$ cat config.mk
export PLATFORM = sky130hd
export DESIGN_NAME = ripple_borrow_subtractor_seq
export DESIGN_NICKNAME = d
export VERILOG_FILES = /design/src/rtl/ripple_borrow_subtractor_seq_pkg.sv /design/src/rtl/ripple_borrow_subtractor_seq_chunk_subtractor.sv /design/src/rtl/ripple_borrow_subtractor_seq.sv
export SDC_FILE = /design/constraint.sdc
export NUM_CORES = 1
export LEC_CHECK = 0
export CORE_UTILIZATION = 33
export CTS_CLUSTER_DIAMETER = 100
export CTS_CLUSTER_SIZE = 20
export DETAILED_ROUTE_END_ITERATION = 10
export HOLD_SLACK_MARGIN = 0.03
export SYNTH_ARGS = -nofsm -noshare
export SYNTH_HDL_FRONTEND = slang
export SYNTH_HIERARCHICAL = 1
export SYNTH_SLANG_ARGS = --single-unit
$ cat constraint.sdc
create_clock -name clk -period 5.5 [get_ports clk]
set_input_delay 0.55 -clock clk [delete_from_list [all_inputs] [get_ports clk]]
set_output_delay 0.55 -clock clk [all_outputs]
set_load 0.005 [all_outputs]
$ cat src/rtl/ripple_borrow_subtractor_seq_pkg.sv
// ripple_borrow_subtractor_seq_pkg: shared widths, FSM states and counter sizing for the subtractor
package ripple_borrow_subtractor_seq_pkg;
  localparam int SIZE_DEF = 32;
  localparam int CHUNK_DEF = 8;
  localparam int N_DEF = SIZE_DEF / CHUNK_DEF;
  typedef enum logic [1:0] {IDLE = 2'd0, BUSY = 2'd1, DONE = 2'd2} state_t;
  function automatic int cnt_width(input int n);
    return n > 1 ? $clog2(n) : 1;
  endfunction
endpackage

$ cat src/rtl/ripple_borrow_subtractor_seq_chunk_subtractor.sv
// chunk_subtractor: combinational CHUNK-bit ripple-borrow slice built from 1-bit full subtractors
module chunk_subtractor #(
  parameter int CHUNK = 8
) (
  input  logic [CHUNK-1:0] a,
  input  logic [CHUNK-1:0] b,
  input  logic             bin,
  output logic [CHUNK-1:0] diff,
  output logic             bout
);
  logic [CHUNK:0] br;
  assign br[0] = bin;
  for (genvar i = 0; i < CHUNK; i++) begin : g_fs
    assign diff[i] = a[i] ^ b[i] ^ br[i];
    assign br[i+1] = (~a[i] & b[i]) | (~(a[i] ^ b[i]) & br[i]);
  end
  assign bout = br[CHUNK];
endmodule

$ cat src/rtl/ripple_borrow_subtractor_seq.sv
// ripple_borrow_subtractor_seq: multi-cycle a - b - bin, one CHUNK per cycle with valid/ready handshakes
module ripple_borrow_subtractor_seq
  import ripple_borrow_subtractor_seq_pkg::*;
#(
  parameter int SIZE = SIZE_DEF,
  parameter int CHUNK = CHUNK_DEF
) (
  input  logic            clk,
  input  logic            rst_n,
  input  logic            in_valid,
  output logic            in_ready,
  input  logic [SIZE-1:0] a,
  input  logic [SIZE-1:0] b,
  input  logic            bin,
  output logic            out_valid,
  input  logic            out_ready,
  output logic [SIZE-1:0] diff,
  output logic            bout,
  output logic            ovf,
  output logic            zero
);
  localparam int N = SIZE / CHUNK;
  localparam int CW = cnt_width(N);
  state_t st;
  logic [N-1:0][CHUNK-1:0] a_r, b_r, dr, nd;
  logic [CW-1:0] cnt;
  logic [CHUNK-1:0] d;
  logic brw, bo, last;
  chunk_subtractor #(.CHUNK(CHUNK)) u_cs (
    .a   (a_r[cnt]),
    .b   (b_r[cnt]),
    .bin (brw),
    .diff(d),
    .bout(bo)
  );
  // result as it will look once the current slice is written back
  always_comb begin
    nd = dr;
    nd[cnt] = d;
  end
  assign last = cnt == CW'(N - 1);
  assign in_ready = st == IDLE;
  assign out_valid = st == DONE;
  assign diff = dr;
  always_ff @(posedge clk) begin
    if (!rst_n) begin
      st <= IDLE;
      a_r <= '0;
      b_r <= '0;
      dr <= '0;
      cnt <= '0;
      brw <= 1'b0;
      bout <= 1'b0;
      ovf <= 1'b0;
      zero <= 1'b0;
    end else if (st == IDLE) begin
      if (in_valid) begin
        st <= BUSY;
        a_r <= a;
        b_r <= b;
        dr <= '0;
        cnt <= '0;
        brw <= bin;
        bout <= 1'b0;
        ovf <= 1'b0;
        zero <= 1'b0;
      end
    end else if (st == BUSY) begin
      dr <= nd;
      brw <= bo;
      cnt <= last ? cnt : cnt + 1'b1;
      if (last) begin
        st <= DONE;
        bout <= bo;
        ovf <= (a_r[N-1][CHUNK-1] != b_r[N-1][CHUNK-1]) && (nd[N-1][CHUNK-1] != a_r[N-1][CHUNK-1]);
        zero <= nd == '0;
      end
    end else if (out_ready) begin
      st <= IDLE;
    end
  end
endmodule
-- Word-level counts from Yosys, hierarchy flattened
Cells that the tools add are included.
- add/sub/neg operators: 1
- $lt $le $gt $ge: 2
- equal/unequal tests: 8
- multiplexer cells: 32
- bitwise gates (word level): 56
- reduce and logical (&&, ||, !) cells: 12
- operator list (kind ; number):
    $mux W32 ; 3
    $bmux W8 S2 ; 2
    $bwmux W32 ; 1
    $logic_not A32 Y1 ; 1
    $mux W8 ; 3
    $mux W2 ; 9
    $and A1 B1 Y1 ; 16
    $demux W8 S2 ; 1
    $not A1 Y1 ; 16
    $xor A1 B1 Y1 ; 16
    $mux W1 ; 13
    $reduce_and A3 Y1 ; 3
    $or A1 B1 Y1 ; 8
    $eq A2 B2 Y1 const B ; 2
    $ne A2 B2 Y1 const B ; 2
    $reduce_and A2 Y1 ; 2
    $reduce_bool A2 Y1 ; 2
    $lt A2 B3 Y1 const B ; 1
    $ne A3 B3 Y1 const B ; 1
    $reduce_bool A3 Y1 ; 1
    $add A2 B1 Y2 const B ; 1
    $eq A2 B1 Y1 const B ; 1
    $ge A2 B1 Y1 const B ; 1
    $logic_and A1 B1 Y1 ; 2
    2 further kinds ; 3
- bits in registers: 104
- bits of input ports: 69
- output and inout bits: 37
- word-level logic and storage cells: 129

-- Depth between registers and ports, before layout
Gate-level depths: netlist of run 1.
- depth after elaboration: 25
- depth in mapped cells: 19
- mapped depth without buffers: 17

-- By module
Netlist of run 1, hierarchy kept.
- modules (own cells, without submodules) (module ; instances ; cells an instance ; area an instance (µm²) ; seq. area each (µm²)):
    ripple_borrow_subtractor_seq ; 1 ; 508 ; 4825.9 ; 2082.0
    chunk_subtractor ; 1 ; 26 ; 227.7 ; 0.0

-- Worst setup path after synthesis of run 1
Ideal clock, no wire load.
- path kind: register to register
- start point: reg cnt[0]
- end point: reg ovf
- library setup time: 115 ps
- arrival time: 5008 ps
- required time: 5385 ps
- slack: 377 ps
- cell stages (with the launch flop): 20
- cell sequence: dfxtp_1 > buf_4 > buf_2 > mux4_2 > inv_1 > fa_1 > inv_1 > fa_1 > fa_1 > fa_1 > fa_1 > fa_1 > fa_1 > inv_1 > fa_1 > mux2i_1 > mux2i_1 > nor2_1 > a21oi_1 > nor2b_1
- cells in the longest elaborated chain, start to end: 25
- RTL lines (element ; RTL line ; RTL):
    start: declaration ; ripple_borrow_subtractor_seq.sv:26 ; logic [CW-1:0] cnt;
    start signal: assignment ; ripple_borrow_subtractor_seq.sv:71 ; cnt <= last ? cnt : cnt + 1'b1;
    $bmux W8 S2 (on tied branches) ; ripple_borrow_subtractor_seq.sv:30, ripple_borrow_subtractor_seq.sv:31 ;
    $mux W8 (on tied branches) ; ripple_borrow_subtractor_seq.sv:30, ripple_borrow_subtractor_seq.sv:31 ;
    $xor A1 B1 Y1 ; ripple_borrow_subtractor_seq_chunk_subtractor.sv:15 ; assign br[i+1] = (~a[i] & b[i]) | (~(a[i] ^ b[i]) & br[i]);
    $not A1 Y1 ; ripple_borrow_subtractor_seq_chunk_subtractor.sv:15 ;
    $and A1 B1 Y1 ; ripple_borrow_subtractor_seq_chunk_subtractor.sv:15 ;
    $or A1 B1 Y1 ; ripple_borrow_subtractor_seq_chunk_subtractor.sv:15 ;
    $and A1 B1 Y1 ; ripple_borrow_subtractor_seq_chunk_subtractor.sv:15 ;
    $or A1 B1 Y1 ; ripple_borrow_subtractor_seq_chunk_subtractor.sv:15 ;
    [10 not listed] ; - ;
    $xor A1 B1 Y1 * ; ripple_borrow_subtractor_seq_chunk_subtractor.sv:14 ; assign diff[i] = a[i] ^ b[i] ^ br[i];
    named net d[7] ; ripple_borrow_subtractor_seq.sv:27 ; logic [CHUNK-1:0] d;
    $bwmux W32 * ; ripple_borrow_subtractor_seq.sv:39 ; nd[cnt] = d;
    $ne A1 B1 Y1 * ; ripple_borrow_subtractor_seq.sv:75 ; ovf <= (a_r[N-1][CHUNK-1] != b_r[N-1][CHUNK-1]) && (nd[N-1][CHUNK-1] != a_r[N-1][CHUNK-1]);
    $logic_and A1 B1 Y1 * ; ripple_borrow_subtractor_seq.sv:75 ;
    $mux W1 * ; ripple_borrow_subtractor_seq.sv:72 ; if (last) begin
    $mux W1 * ; ripple_borrow_subtractor_seq.sv:68 ; end else if (st == BUSY) begin
    $mux W1 * ; ripple_borrow_subtractor_seq.sv:56 ; end else if (st == IDLE) begin
    end signal: assignment ; ripple_borrow_subtractor_seq.sv:75 ;
    end: declaration ; ripple_borrow_subtractor_seq.sv:19 ; output logic ovf,
The timed path passes the listed nets; every way through them passes the cells marked *. The select of a mux whose other input is x is not followed.
A chain may end at the register's enable or synchronous reset.

-- Worst setup path after layout of run 1
- start point: reg cnt[0]
- end point: reg zero
- cells in the longest elaborated chain, start to end: 24
- RTL lines (element ; RTL line ; RTL):
    $bmux W8 S2 (on tied branches) ; ripple_borrow_subtractor_seq.sv:30, ripple_borrow_subtractor_seq.sv:31 ;
    $mux W8 (on tied branches) ; ripple_borrow_subtractor_seq.sv:30, ripple_borrow_subtractor_seq.sv:31 ;
    $xor A1 B1 Y1 ; ripple_borrow_subtractor_seq_chunk_subtractor.sv:15 ;
    $not A1 Y1 ; ripple_borrow_subtractor_seq_chunk_subtractor.sv:15 ;
    $and A1 B1 Y1 ; ripple_borrow_subtractor_seq_chunk_subtractor.sv:15 ;
    $or A1 B1 Y1 ; ripple_borrow_subtractor_seq_chunk_subtractor.sv:15 ;
    $and A1 B1 Y1 ; ripple_borrow_subtractor_seq_chunk_subtractor.sv:15 ;
    $or A1 B1 Y1 ; ripple_borrow_subtractor_seq_chunk_subtractor.sv:15 ;
    [9 not listed] ; - ;
    $or A1 B1 Y1 ; ripple_borrow_subtractor_seq_chunk_subtractor.sv:15 ;
    $xor A1 B1 Y1 * ; ripple_borrow_subtractor_seq_chunk_subtractor.sv:14 ;
    named net d[7] ; ripple_borrow_subtractor_seq.sv:27 ;
    $bwmux W32 * ; ripple_borrow_subtractor_seq.sv:39 ;
    $logic_not A32 Y1 * ; ripple_borrow_subtractor_seq.sv:76 ; zero <= nd == '0;
    $mux W1 * ; ripple_borrow_subtractor_seq.sv:72 ;
    $mux W1 * ; ripple_borrow_subtractor_seq.sv:68 ;
    $mux W1 * ; ripple_borrow_subtractor_seq.sv:56 ;
    end signal: assignment ; ripple_borrow_subtractor_seq.sv:55 ; zero <= 1'b0;
    end signal: assignment ; ripple_borrow_subtractor_seq.sv:66 ; zero <= 1'b0;
    end signal: assignment ; ripple_borrow_subtractor_seq.sv:76 ;
    end: declaration ; ripple_borrow_subtractor_seq.sv:20 ; output logic zero
Marks and branches as above.

==> impl_metrics.py, run 1 <==
metrics = {
    "finish": {
        "layout-drive-gt1-share": 0.07754,
        "insertedDiodeCount": 0,
        "final_cells": 803,
        "fillers": 1479,
        "num-nets-final": 696,
        "utilization": 0.4277,
        "area_delta_synth_final_pct": 24.86,
    },
    "synthesis": {
        "syn-cell-area_mm2": 0.005054,
        "synth-async-reset-ratio": 0,
        "synth_adder_area_share": 0.04407,
        "synthMuxAreaShare": 0.07923,
        "synth_compound_area_frac": 0.1877,
        "synthSimpleGateAreaFrac": 0.1904,
        "synth_edf_count": 0,
        "syn_inst": 534,
        "synth-xor-area-share": 0,
        "synthFlopType": "dfxtp_1",
        "synth_top_family_by_area": "simple AND/OR/NAND/NOR gates",
        "ys_types": 46,
        "syn-num-nets": 616,
        "syn_area_per_cell_um2": 9.464,
        "yosys_warnings": 6,
        "seq_area_frac_synth": 0.4120,
        "ys_seq_elements": 104,
    },
    "routing": {
        "firstDrtPassIters": 5,
        "postRouteAntennaNets": 0,
        "routed_wl_um": 12560,
        "avgRoutedWirePerCell_um": 15.64,
        "viasPerCell": 5.021,
        "route.detailed.drc": 0,
        "drt_iter0_drc": 372,
        "num_vias": 4032,
    },
    "run": {
        "drv_cap": 0,
    },
    "grt": {
        "top_usage_layer": "met2",
        "grt_pass1_wl_um": 20840,
        "use_met1": 0.2162,
        "grt_max_degree": 106,
        "use_met2": 0.2742,
        "grt_overflow": 0,
        "first_global_vias": 4083,
        "antenna_found_initial": 0,
        "track_usage": 0.1666,
        "use_met3": 0.04036,
    },
    "setup_path": {
        "startpoint_type": "flop",
        "critPathArrivalTime_ns": 5.25,
        "critPathSlowestCell": "fa_1",
        "path_max_fanout": 14,
        "r2r_slack_ns": 0.53,
        "cpPeakStageDelay_ns": 0.52,
        "crit_required_ns": 5.77,
        "ff2ff_path_depth": 17,
        "path_cells": "buf_4, buf_4, mux4_2, inv_1, fa_1, fa_1, fa_1, fa_1, fa_1, fa_1, inv_1, fa_1, nor2_1, a21oi_1, nor4_1, nand2_1, o21ai_1",
        "endpoint_kind": "flop",
        "critical_path_class": "flop to flop",
        "cp_common_cell": "fa_1",
    },
    "floorplanning": {
        "dieHeight_um": 125.8,
        "initial_core_util": 0.3425,
        "die_width_um": 125.8,
        "rows": 44,
        "coreArea_mm2": 0.01475,
        "num_io_pins": 106,
        "dieArea_mm2": 0.01581,
    },
    "timing": {
        "fmax_ghz": 0.2011,
        "tightest_slew_ns": 1.128,
        "fin_setup_tns_ns": 0,
        "final_max_slew_viol_count": 0,
        "finalHoldViolCount": 0,
        "final.period_utilization": 0.9041,
        "rsz0062_at_grt": "false",
        "relSlewSlack": 0.2480,
        "skew_ns": 0.007414,
        "fin_ws_ns": 0.5276,
        "setup_viol": 0,
        "post-route-min-period_ns": 4.972,
    },
    "clock_tree": {
        "cts.path.max_buffers": 2,
        "post_cts_resized": 0,
        "cts.clk_slew.worst_paths_ns": 0.07,
        "hold_buffers": 0,
        "insertion_delay_ns": 0.34,
        "htree_levels": 3,
        "cts_root_buf": "clkbuf_16",
        "post_cts_buffers": 0,
        "clkSinkCount": 104,
        "cts_buffers": 9,
        "cts_tree": "done",
    },
    "power": {
        "p_leak_nw": 2.232,
        "p_per_area_mw_per_mm2": 286.7,
        "irDropWorstVdd_uv": 173.3,
    },
    "place": {
        "dp_hpwl_um": 9172,
        "post-place-ws_ns": 0.5417,
        "place.gp.congestion": 0.8557,
        "port_buffers": 105,
        "dp.cells": 787,
    },
    "run_status": {
        "status": "completed",
    },
    "worst_hold_path": {
        "hold_depth": 2,
        "hold_class": "flop to flop",
    },
}
-- power breakdown --
| part | leakage, nW | internal [mW] | total (mW) | switching [mW] |
|---|---|---|---|---|
| Combinational | 1.24 | 0.166 | 0.371 | 0.204 |
| Clock | 0.145 | 0.326 | 0.619 | 0.293 |
| Sequential | 0.849 | 0.792 | 0.819 | 0.0269 |
-- through the flow --
stage               total power, mW  hold WS, ns  instance area, µm²
global placement              1.202       0.4428                6020
floorplan                     1.090       0.4319                5054
finish                        1.809       0.4579                6310
CTS                           1.826       0.4577                6310
global route                  1.909       0.4843                6310
detailed placement            1.210       0.4474                6020
-- path summary, 6_finish.rpt --
kind	to	start
worst max-delay path	zero	cnt[0]
worst min-delay path	b_r[22]	b_r[22]
worst max register to register	zero	cnt[0]
worst min register to register	b_r[22]	b_r[22]
-- registers in the layout, indices dropped and copies added (netlist names) --
signal  flops
a_r        32
b_r        32
diff       32
cnt         2
st          2
bout        1
brw         1
ovf         1
zero        1
-- cells in the final DEF, fill, tap and decap left out, types with 8 or more instances in the layout --
master,synthesis,final
nor2_1,11,11
nor3_1,9,9
a21boi_1,8,8
nand2_1,132,132
inv_1,24,24
clkdlybuf4s50_1,0,104
mux4_2,16,16
clkbuf_16,0,9
nor2b_1,38,38
a32oi_1,26,26
a21oi_1,11,11
a21boi_0,57,57
fa_1,8,8
dfxtp_1,104,104
-- synth_stat cells (all sizes together), types with 9 or more instances --
cell type	instances	area share
dfxtp	104	0.41
nor2	12	0.010
a32oi	26	0.045
mux4	16	0.071
nor3	9	0.0089
a21oi	12	0.014
nand2	133	0.10
a21boi	65	0.097
buf	24	0.045
clkbuf	16	0.022
nor2b	39	0.050
inv	24	0.018
-- worst max-delay path, delay by kind of cell (launching register included) --
| kind | cells | cell delay (ns) |
|---|---|---|
| fa+ha+maj | 7 | 2.95 |
| buf+inv | 4 | 0.64 |
| simple gates | 3 | 0.51 |
| flops | 1 | 0.35 |
| mux | 1 | 0.25 |
| compound gates | 2 | 0.21 |
-- cell type report --
cell class	count	area [µm²]	share of cell area
sequential	104	2082	0.3300
clock buffer	10	239.0	0.03787
inverter	24	90.09	0.01428
multi-input combinational	365	2534	0.4015
clock inverter	6	51.30	0.008130
tap	184	230.2	0.03649
timing repair buffer	110	1084	0.1717
-- metal layers --
metal / part of all wire / vias to the layer above
met1: 0.47 / 1896
met3: 0.053 / 13
met5: 0 / -
li1: - / 1994
met4: 0.014 / 0
met2: 0.46 / 129
-- cells by family after synthesis --
group | after synthesis
simple gates | 208
compound gates | 124
flops | 104
buf+inv | 65
mux | 20
fa+ha+maj | 13
Power figures use the tool's default switching activity.
==> run 2: changes to the inputs <==
- SLEW_MARGIN: not set -> 15
==> run 2 against run 1 <==
Net effect: clock power is essentially flat; die area unchanged; clock skew shrank 0.0017 ns; highest routed layer unchanged; largest power group unchanged; global-route usage is the same; power grew 0.12%; sequential power about the same.
==> impl_metrics.py, run 2 (synthesis gave the netlist of run 1 again) <==
metrics = {
    "run_status": {
        "status": "completed",
    },
    "floorplanning": {
        "rows": 44,
        "dieArea_mm2": 0.01581,
        "coreArea_mm2": 0.01475,
        "dieHeight_um": 125.8,
        "num_io_pins": 106,
        "initial_core_util": 0.3425,
        "die_width_um": 125.8,
    },
    "worst_hold_path": {
        "hold_depth": 2,
        "min_from": "b_r[22]",
        "hold_class": "flop to flop",
        "holdPathEnd": "b_r[22]",
    },
    "grt": {
        "first_global_vias": 4083,
        "grt_max_degree": 106,
        "grt_overflow": 0,
        "grt_pass1_wl_um": 20840,
        "antenna_found_initial": 0,
        "track_usage": 0.1666,
    },
    "routing": {
        "num_vias": 4017,
        "firstDrtPassIters": 5,
        "postRouteAntennaNets": 0,
        "routed_wl_um": 12580,
        "route.detailed.drc": 0,
        "viasPerCell": 5.002,
        "drt_iter0_drc": 352,
        "avgRoutedWirePerCell_um": 15.67,
    },
    "timing": {
        "fmax_ghz": 0.2009,
        "rsz0062_at_grt": "false",
        "final.period_utilization": 0.9049,
        "skew_ns": 0.005716,
        "finalHoldViolCount": 0,
        "fin_setup_tns_ns": 0,
        "tightest_slew_ns": 0.8519,
        "final_max_slew_viol_count": 0,
        "relSlewSlack": 0.4321,
        "setup_viol": 0,
        "fin_ws_ns": 0.5232,
        "post-route-min-period_ns": 4.977,
    },
    "clock_tree": {
        "htree_levels": 3,
        "cts.path.max_buffers": 2,
        "cts_tree": "done",
        "clkSinkCount": 104,
        "cts_buffers": 9,
        "insertion_delay_ns": 0.34,
        "cts_root_buf": "clkbuf_16",
        "hold_buffers": 0,
        "post_cts_resized": 0,
        "cts.clk_slew.worst_paths_ns": 0.07,
        "post_cts_buffers": 0,
    },
    "finish": {
        "insertedDiodeCount": 0,
        "ff_latch_area_mm2": 0.002082,
        "utilization": 0.4277,
        "layout-drive-gt1-share": 0.07754,
        "mostFrequentLayoutCells": "132 x nand2_1, 104 x dfxtp_1, 104 x clkdlybuf4s50_1",
        "fillers": 1479,
        "num-nets-final": 696,
        "area_delta_synth_final_pct": 24.88,
        "final_common_cell": "nand2_1",
        "multi_input_area_mm2": 0.002535,
    },
    "setup_path": {
        "path_depth": 17,
        "critical_path_class": "flop to flop",
        "r2r_slack_ns": 0.52,
        "startpoint_type": "flop",
        "cp_common_cell": "fa_1",
        "endpoint_kind": "flop",
        "critPathArrivalTime_ns": 5.25,
        "worst-path-buf-inv": 4,
        "crit_required_ns": 5.78,
        "path_cells": "buf_4, buf_4, mux4_2, inv_1, fa_1, fa_1, fa_1, fa_1, fa_1, fa_1, inv_1, fa_1, nor2_1, a21oi_1, nor4_1, nand2_1, o21ai_1",
        "critPathSlowestCell": "fa_1",
        "cpPeakStageDelay_ns": 0.52,
        "regToRegEndpoint": "zero",
        "reg2reg_from": "cnt[0]",
        "path_max_fanout": 14,
        "critPathTopFamily": "adder cells",
        "ff2ff_path_depth": 17,
    },
    "place": {
        "dp_hpwl_um": 9172,
        "place.gp.congestion": 0.8557,
        "port_buffers": 105,
        "post-place-ws_ns": 0.5417,
    },
    "power": {
        "irDropWorstVdd_uv": 173.3,
        "p_leak_nw": 2.233,
        "p_per_area_mw_per_mm2": 287.0,
    },
    "run": {
        "drv_cap": 0,
    },
}
run 2: cell types whose count changed in the layout (fill, tap and decap cells not counted):
cell and delta:
and2_2 -1, and2_4 +1
run 2: worst max-delay path by stage:
stage / startpoint / to / slack [ns]
3_5_place_dp: cnt[0] / zero / 0.54
5_1_grt: cnt[0] / zero / 0.15
4_1_cts: cnt[0] / zero / 0.51
2_1_floorplan: cnt[0] / ovf / 0.38
3_3_place_gp: cnt[0] / zero / 0.65
6_report: cnt[0] / zero / 0.52
run 2: area by class of cell:
cell class	instances	share of cell area
repair buffers	110	0.1717
clock buffers	10	0.03787
multi-input cells	365	0.4017
well taps	184	0.03648
clock inverters	6	0.008128
flip-flops and latches	104	0.3299
inverters	24	0.01427
run 2: per-layer routing:
layer,vias up,part of all wire,track usage
met5,-,0,0
met4,0,0.013,0.05103
met3,12,0.051,0.04036
met2,130,0.46,0.2742
li1,1990,-,-
met1,1885,0.47,0.2162
run 2: report_power, final:
group / switching (mW) / internal, mW / total [mW]
registers: 0.0269 / 0.792 / 0.819
logic: 0.205 / 0.166 / 0.372
clock network: 0.294 / 0.326 / 0.620
run 2: stage by stage:
stage	instance area, µm²	cells	total power, mW	hold slack, ns
after detailed placement	6020	787	1.210	0.4474
after global routing	6311	803	1.909	0.4843
after floorplan	5054	534	1.090	0.4319
final	6311	803	1.811	0.4579
after CTS	6310	803	1.826	0.4577
after global placement	6020	787	1.202	0.4428
run 2: worst min-delay path, cell delays in order (launching register included):
cell	delay (ns)
dfxtp_1	0.31
nand2_1	0.05
a21boi_1	0.05
==> run 3: changes to the inputs <==
==> constraint.sdc (replaced) <==
create_clock -name clk -period 5.5 [get_ports clk]
set_input_delay 0.55 -clock clk [delete_from_list [all_inputs] [get_ports clk]]
set_output_delay 0.55 -clock clk [all_outputs]
set_load 0.05 [all_outputs]
==> results of run 3 <==
Same layout as run 2 (identical final DEF). Status: completed.
Among the figures that moved: total power 1.811 mW -> 1.839 mW; worst IR drop on VDD 173.3 µV -> 173.6 µV
